===== src/rtl/icache_fetch_server.sv =====
// icache fill responder: round-robin arbitration of per-core fetches
// onto one shared RAM read port, yielding new grants to dcache traffic.

package icache_fetch_pkg;
  typedef enum logic [1:0] {
    RS_FREE   = 2'd0,
    RS_BUSY   = 2'd1,
    RS_ACCESS = 2'd2,
    RS_ERROR  = 2'd3
  } ramstate_t;

  typedef enum logic {
    S_IDLE  = 1'b0,
    S_FETCH = 1'b1
  } fsm_t;
endpackage

module icache_fetch_server
  import icache_fetch_pkg::*;
#(
  parameter int CPUS     = 2,
  parameter int WORD_W   = 32,
  parameter int MAX_WAIT = 255
) (
  input  logic                   CLK,
  input  logic                   nRST,
  input  logic [CPUS-1:0]        iREN,
  input  logic [CPUS*WORD_W-1:0] iaddr,
  output logic [CPUS-1:0]        iwait,
  output logic [CPUS*WORD_W-1:0] iload,
  input  logic                   dbusy,
  output logic                   ramREN,
  output logic [WORD_W-1:0]      ramaddr,
  input  logic [WORD_W-1:0]      ramload,
  input  logic [1:0]             ramstate,
  output logic                   fetch_err
);

  localparam int PTR_W = (CPUS > 1) ? $clog2(CPUS) : 1;
  localparam logic [7:0] WAIT_LAST = 8'(MAX_WAIT - 1);

  fsm_t             state, state_n;
  logic [PTR_W-1:0] rr_ptr, rr_ptr_n;
  logic [PTR_W-1:0] grant, grant_n;
  logic [PTR_W-1:0] pick, cand, rr_adv;
  logic [WORD_W-1:0] addr_q, addr_n;
  logic [7:0]       wait_cnt, wait_cnt_n;
  logic             err_n;
  logic             hit;
  logic             acc, drop, tmo;
  logic [WORD_W-1:0] addr_arr [CPUS];
  ramstate_t        rs;

  assign rs = ramstate_t'(ramstate);

  always_comb begin
    for (int k = 0; k < CPUS; k++) begin
      addr_arr[k] = iaddr[k*WORD_W +: WORD_W];
    end
  end

  // first requester at or after rr_ptr, wrapping
  always_comb begin
    hit  = 1'b0;
    pick = '0;
    cand = '0;
    for (int k = 0; k < CPUS; k++) begin
      cand = PTR_W'((int'(rr_ptr) + k) % CPUS);
      if (!hit && iREN[cand]) begin
        hit  = 1'b1;
        pick = cand;
      end
    end
  end

  assign rr_adv = (grant == PTR_W'(CPUS - 1)) ? '0 : grant + 1'b1;

  // ACCESS outranks error/abandon, which outrank the timeout
  assign acc  = (state == S_FETCH) && (rs == RS_ACCESS);
  assign drop = (state == S_FETCH) && !acc &&
                ((rs == RS_ERROR) || !iREN[grant]);
  assign tmo  = (state == S_FETCH) && !acc && !drop &&
                (wait_cnt == WAIT_LAST);

  always_comb begin
    state_n    = state;
    rr_ptr_n   = rr_ptr;
    grant_n    = grant;
    addr_n     = addr_q;
    wait_cnt_n = wait_cnt;
    err_n      = fetch_err;
    unique case (state)
      S_IDLE: begin
        if (!dbusy && hit) begin
          grant_n    = pick;
          addr_n     = addr_arr[pick];
          wait_cnt_n = '0;
          state_n    = S_FETCH;
        end
      end
      S_FETCH: begin
        unique case (1'b1)
          acc: begin
            rr_ptr_n = rr_adv;
            state_n  = S_IDLE;
          end
          drop: begin
            state_n = S_IDLE;
          end
          tmo: begin
            wait_cnt_n = wait_cnt + 8'd1;
            err_n      = 1'b1;
            state_n    = S_IDLE;
          end
          default: begin
            wait_cnt_n = wait_cnt + 8'd1;
          end
        endcase
      end
    endcase
  end

  always_comb begin
    ramREN  = (state == S_FETCH);
    ramaddr = (state == S_FETCH) ? addr_q : '0;
    for (int k = 0; k < CPUS; k++) begin
      iwait[k] = !(acc && (grant == PTR_W'(k)));
      iload[k*WORD_W +: WORD_W] =
        (acc && (grant == PTR_W'(k))) ? ramload : '0;
    end
  end

  always_ff @(posedge CLK) begin
    if (!nRST) begin
      state     <= S_IDLE;
      rr_ptr    <= '0;
      grant     <= '0;
      addr_q    <= '0;
      wait_cnt  <= '0;
      fetch_err <= 1'b0;
    end else begin
      state     <= state_n;
      rr_ptr    <= rr_ptr_n;
      grant     <= grant_n;
      addr_q    <= addr_n;
      wait_cnt  <= wait_cnt_n;
      fetch_err <= err_n;
    end
  end

  a_one_resp: assert property (
    @(posedge CLK) disable iff (!nRST) $onehot0(~iwait));

  a_idle_quiet: assert property (
    @(posedge CLK) disable iff (!nRST)
    (state == S_IDLE) |-> (!ramREN && (&iwait)));

  a_load_zero: assert property (
    @(posedge CLK) disable iff (!nRST)
    (&iwait) |-> (iload == '0));

endmodule


===== config.mk =====
export PLATFORM = sky130hd
export DESIGN_NAME = icache_fetch_server
export DESIGN_NICKNAME = d
export VERILOG_FILES = /design/src/rtl/icache_fetch_server.sv
export SDC_FILE = /design/constraint.sdc
export NUM_CORES = 1
export LEC_CHECK = 0
export BUFFER_PORTS_ARGS = -buffer_cell sky130_fd_sc_hd__buf_2
export CAP_MARGIN = 15
export CORE_MARGIN = 4
export CORE_UTILIZATION = 37
export CTS_CLUSTER_SIZE = 28
export DETAILED_ROUTE_END_ITERATION = 7
export PLACE_DENSITY_LB_ADDON = 0.12
export SETUP_SLACK_MARGIN = 0.02
export SLEW_MARGIN = 20
export SYNTH_ARGS = -nofsm -noshare
export SYNTH_HDL_FRONTEND = slang
export SYNTH_SLANG_ARGS = --single-unit

===== constraint.sdc =====
create_clock -name CLK -period 2 [get_ports CLK]
set_clock_uncertainty 0.2 [all_clocks]
set_input_delay 0.6 -clock CLK [delete_from_list [all_inputs] [get_ports CLK]]
set_output_delay 0.6 -clock CLK [all_outputs]
set_load 0.02 [all_outputs]

Yosys cells after proc, flatten, opt, wreduce, memory -nomap -nowiden
Index checks and enable logic that the tools add are counted.
W data, S select, Z words.
Operators by class
  add/subtract/negate cells: 3
  $mul: 0
  divide/modulo/power cells: 0
  magnitude comparators: 4
  equality and inequality tests: 5
  shifts and indexed selects: 0
  muxes and demuxes: 23
  bitwise operators: 3
  reductions and logical operators: 23
Operators with widths (count)
  $mux W32: 6
  $mux W8: 2
  $pmux W8 S2: 1
  $mux W1: 13
  $logic_and A1 B1 Y1: 9
  $add A8 B1 Y8 const B: 1
  $eq A8 B8 Y1 const B: 1
  $reduce_and A2 Y1: 4
  $logic_not A1 Y1: 7
  $lt A1 B2 Y1 const B: 3
  $eq A2 B2 Y1 const B: 2
  $ne A2 B2 Y1 const B: 2
  $reduce_or A3 Y1: 1
  $add A1 B1 Y1 const B: 2
  $ge A2 B2 Y1 const B: 1
  $not A1 Y1: 2
  $not A1 Y2: 1
  $pmux W1 S2: 1
  $reduce_or A2 Y1: 1
  $logic_or A1 B1 Y1: 1
Word-level totals
  bits in registers: 44
  bits in latches: 0
  bits in writable memories: 0
  memory bits (read-only): 0
  input bits: 103
  output and inout port bits: 100
  logic and storage cells: 67
  memories kept: 0

Depth between registers and ports, before layout
  depth after elaboration: 11
  mapped depth: 7
  depth with buffers taken out: 6

Worst setup path after synthesis
No wires, ideal clock.
  kind: in2out
  start point: input port ramstate[0]
  end point: output port iload[23]
  arrival time: 1.493 ns
  data required time: 1.200 ns
  slack: -0.293 ns
  stages: 4
  buffers on the path: 1
  path through: nand3b_1 > nor2_1 > clkbuf_1 > and2_1
Between the ends
  longest elaborated chain between the ends: 4
Ends and longest elaborated chain
  start: declaration: line 35  | input logic [1:0] ramstate,
  $eq A2 B2 Y1: line 79  | assign acc = (state == S_FETCH) && (rs == RS_ACCESS);
  $logic_and A1 B1 Y1: line 79
  $logic_and A1 B1 Y1: line 129  | (acc && (grant == PTR_W'(k))) ? ramload : '0;
  $mux W32: line 129
  end: declaration: line 30  | output logic [CPUS*WORD_W-1:0] iload,
Every way passes these cells.

Final worst setup path
  start point: input port ramstate[0]
  end point: output port iload[51]
Same word-level chain as after synthesis.

==> run summary <==
outcome: finished, violations left
failing checks: negative setup slack
Min Hold Slack: 290 ps
overall global routing resource usage: 0.198
Critical Path Max Stage Delay: 240 ps
# IOs: 203
drt wl/cell: 15.8 um
Final Net Count: 641
Slew Limit Fails: 0
Site Rows: 30
initial antenna violation count: 0
most frequent CP cell: buf_6
WHS Endpoint: fetch_err
Initial DRT Pass Iterations: 4
Mapped Cells: 325
number of global-route vias before repair: 2828
pwr dens: 427 nW/um^2
max_cap viols: 0
routability-driven placement congestion ratio: 0.856
number of synthesized flops with an enable pin: 0
GRT overflow: 0
Max stage delay cell, worst path: nand3b_1
Root Buffer: clkbuf_8
CP top delay family: simple AND/OR/NAND/NOR gates
Critical Path Source Type: input port
CP arrival: 1610 ps
DRT iter0 DRCs: 95
count of port buffers added during placement: 202
RSZ-0062 raised after global routing: true
reg-to-reg slack, setup: 120 ps
Worst R2R Path Depth: 8
Detail Route Antenna Nets: 0
area delta synth->final: 87.0%
Static Leakage: 0.00249 uW
Initial Util: 0.388
share of layout cells above drive strength 1: 0.652
CTS tree: built
Post-DP HPWL: 6.57 mm
final core utilization: 0.726
filler cell count in the final layout: 511
Longest Clk Path Bufs: 2
total die area: 8720 um^2
Max Clock Freq: 415 MHz
top_reg_cell synth: dfxtp_1
Post-Route WL: 10.0 mm
relative slew slack: 0.831
crit path capture type: primary output
ys async rst share: 0
hold crit path type: register to register
post-synthesis register bit count: 44
DRC Markers: 0
H-tree levels: 2
final setup fails: 73
Final period util: 1.21
placed insts: 612
Vias: 3110
area of the multi-input gates: 1860 um^2
Synth Area per Inst: 8.30 um^2
sequential area share after synthesis: 0.327
synth unique cells: 36
clock transition at the registers of the reported paths: 80 ps
VDD IR max: 0.389 mV
critical path type: input port to primary output
crit-path cells: buf_6 > nand3b_1 > nor2_2 > buf_12 > and2_2 > buf_6
clock sinks: 44
crit path max fanout: 33
core area: 6940 um^2
Crit Reg-Reg Endpoint: addr_q[16]
Final Hold Fails: 0
Worst-Skew Late Latency: 290 ps
post-synthesis cell area: 2700 um^2
critical path depth: 6
Hold Buf Count CTS: 0
pin count of the biggest net entering global routing: 35
die extent in y: 93.4 um
hold depth: 1
Mapped Nets: 430
first-pass GRT wire length: 13.9 mm
Buf+Inv Stages, Crit Path: 3
Place WS: -387 ps
Yosys warnings: 0
setup ws final: -410 ps
register area: 882 um^2
Reg-to-Reg Start: ramREN
Hold Path Origin: fetch_err
final cell count without fillers: 633
# diodes: 0
CTS Buf Count: 5
fin crit period: 2410 ps
die width: 93.4 um
slew of the pin with the lowest slew margin: 247 ps
drt via density: 4.91
Crit path required time: 1200 ps
[registers in the layout, summed over array words and instances (netlist names)]
name / flops
addr_q: 32
ramREN: 1
rr_ptr: 1
fetch_err: 1
grant: 1
wait_cnt: 8
[what timing repair did]
action | 4_1_cts | 5_1_grt
resized for setup | 151 | 97
hold endpoints to repair | 0 | 0
setup endpoints to repair | 99 | 128
cloned | 1 | 5
pin swaps | 0 | 31
buffers inserted | 3 | 5
[area by class of cell]
| cell class | instances | area share |
|---|---|---|
| Tap cell | 96 | 0.0238 |
| Clock buffer | 7 | 0.0171 |
| Clock inverter | 1 | 0.00149 |
| Multi-Input combinational cell | 249 | 0.369 |
| Sequential cell | 44 | 0.175 |
| Timing Repair Buffer | 229 | 0.408 |
| Inverter | 7 | 0.00571 |
[placed cells by master (no fill, tap or decap), drive strengths merged, types with 2 or more instances in the layout]
cell type  synthesis  final
o21a               3      3
dfxtp             44     44
and3               2      2
ha                 2      2
buf               11    225
nand3              3      3
mux2i             33     33
or2                2      2
o21ai              5      5
clkbuf            14     11
nor2              43     43
nand3b             2      2
a21oi              7      7
and2              98     98
or4                2      2
nand2              4      4
inv                6      6
a211oi            33     33
[layer usage]
metal,GRT usage,wire [um]
met5,0,0
met4,0.0647,134
met3,0.0523,918
met2,0.364,5180
met1,0.219,3780
[through the flow]
step,power (uW),cell area [um^2],setup TNS (ps)
after floorplan,1250,2820,-9080
after global placement,1440,4000,-22940
after detailed placement,1450,4000,-23730
after CTS,2070,4620,-22240
after global routing,2270,5040,-28520
final,2150,5040,-24510
[cell families (layout without fill, tap and decap cells)]
kind of cell | after synthesis | after routing | synth area share
muxes | 34 | 34 | 0.128
buffers and inverters | 32 | 244 | 0.0617
AOI/OAI and AO/OA | 53 | 53 | 0.142
and+or+nand+nor | 160 | 160 | 0.333
adders and majority gates | 2 | 2 | 0.00927
DFF | 44 | 44 | 0.327
[where the power goes]
group / internal (uW) / switching [uW]
combinational: 334 / 278
sequential: 936 / 32.4
clock: 281 / 293
[synth_stat cells, types with 2 or more instances]
master / count / share of area
and2_1: 97 / 0.22
dfxtp_1: 44 / 0.33
nor2_1: 43 / 0.060
a211oi_1: 33 / 0.092
mux2i_1: 33 / 0.12
clkbuf_1: 14 / 0.019
a21oi_1: 7 / 0.013
inv_1: 6 / 0.0083
buf_2: 4 / 0.0074
buf_6: 4 / 0.017
o21ai_0: 4 / 0.0074
buf_4: 3 / 0.0083
nand2_1: 3 / 0.0042
nand3_1: 3 / 0.0056
o21a_1: 3 / 0.0083
ha_1: 2 / 0.0093
nand3b_1: 2 / 0.0056
or4_1: 2 / 0.0056
[how the worst max path moves through the flow]
stage           startpoint        end  slack, ps
3_5_place_dp   ramstate[0]   iload[2]       -390
2_1_floorplan  ramstate[0]  iload[23]       -170
5_1_grt        ramstate[0]  iload[51]       -440
3_3_place_gp   ramstate[0]  iload[43]       -360
6_report       ramstate[0]  iload[51]       -410
4_1_cts        ramstate[0]   iload[2]       -350
Note: power is estimated with default switching activity, not from simulation.
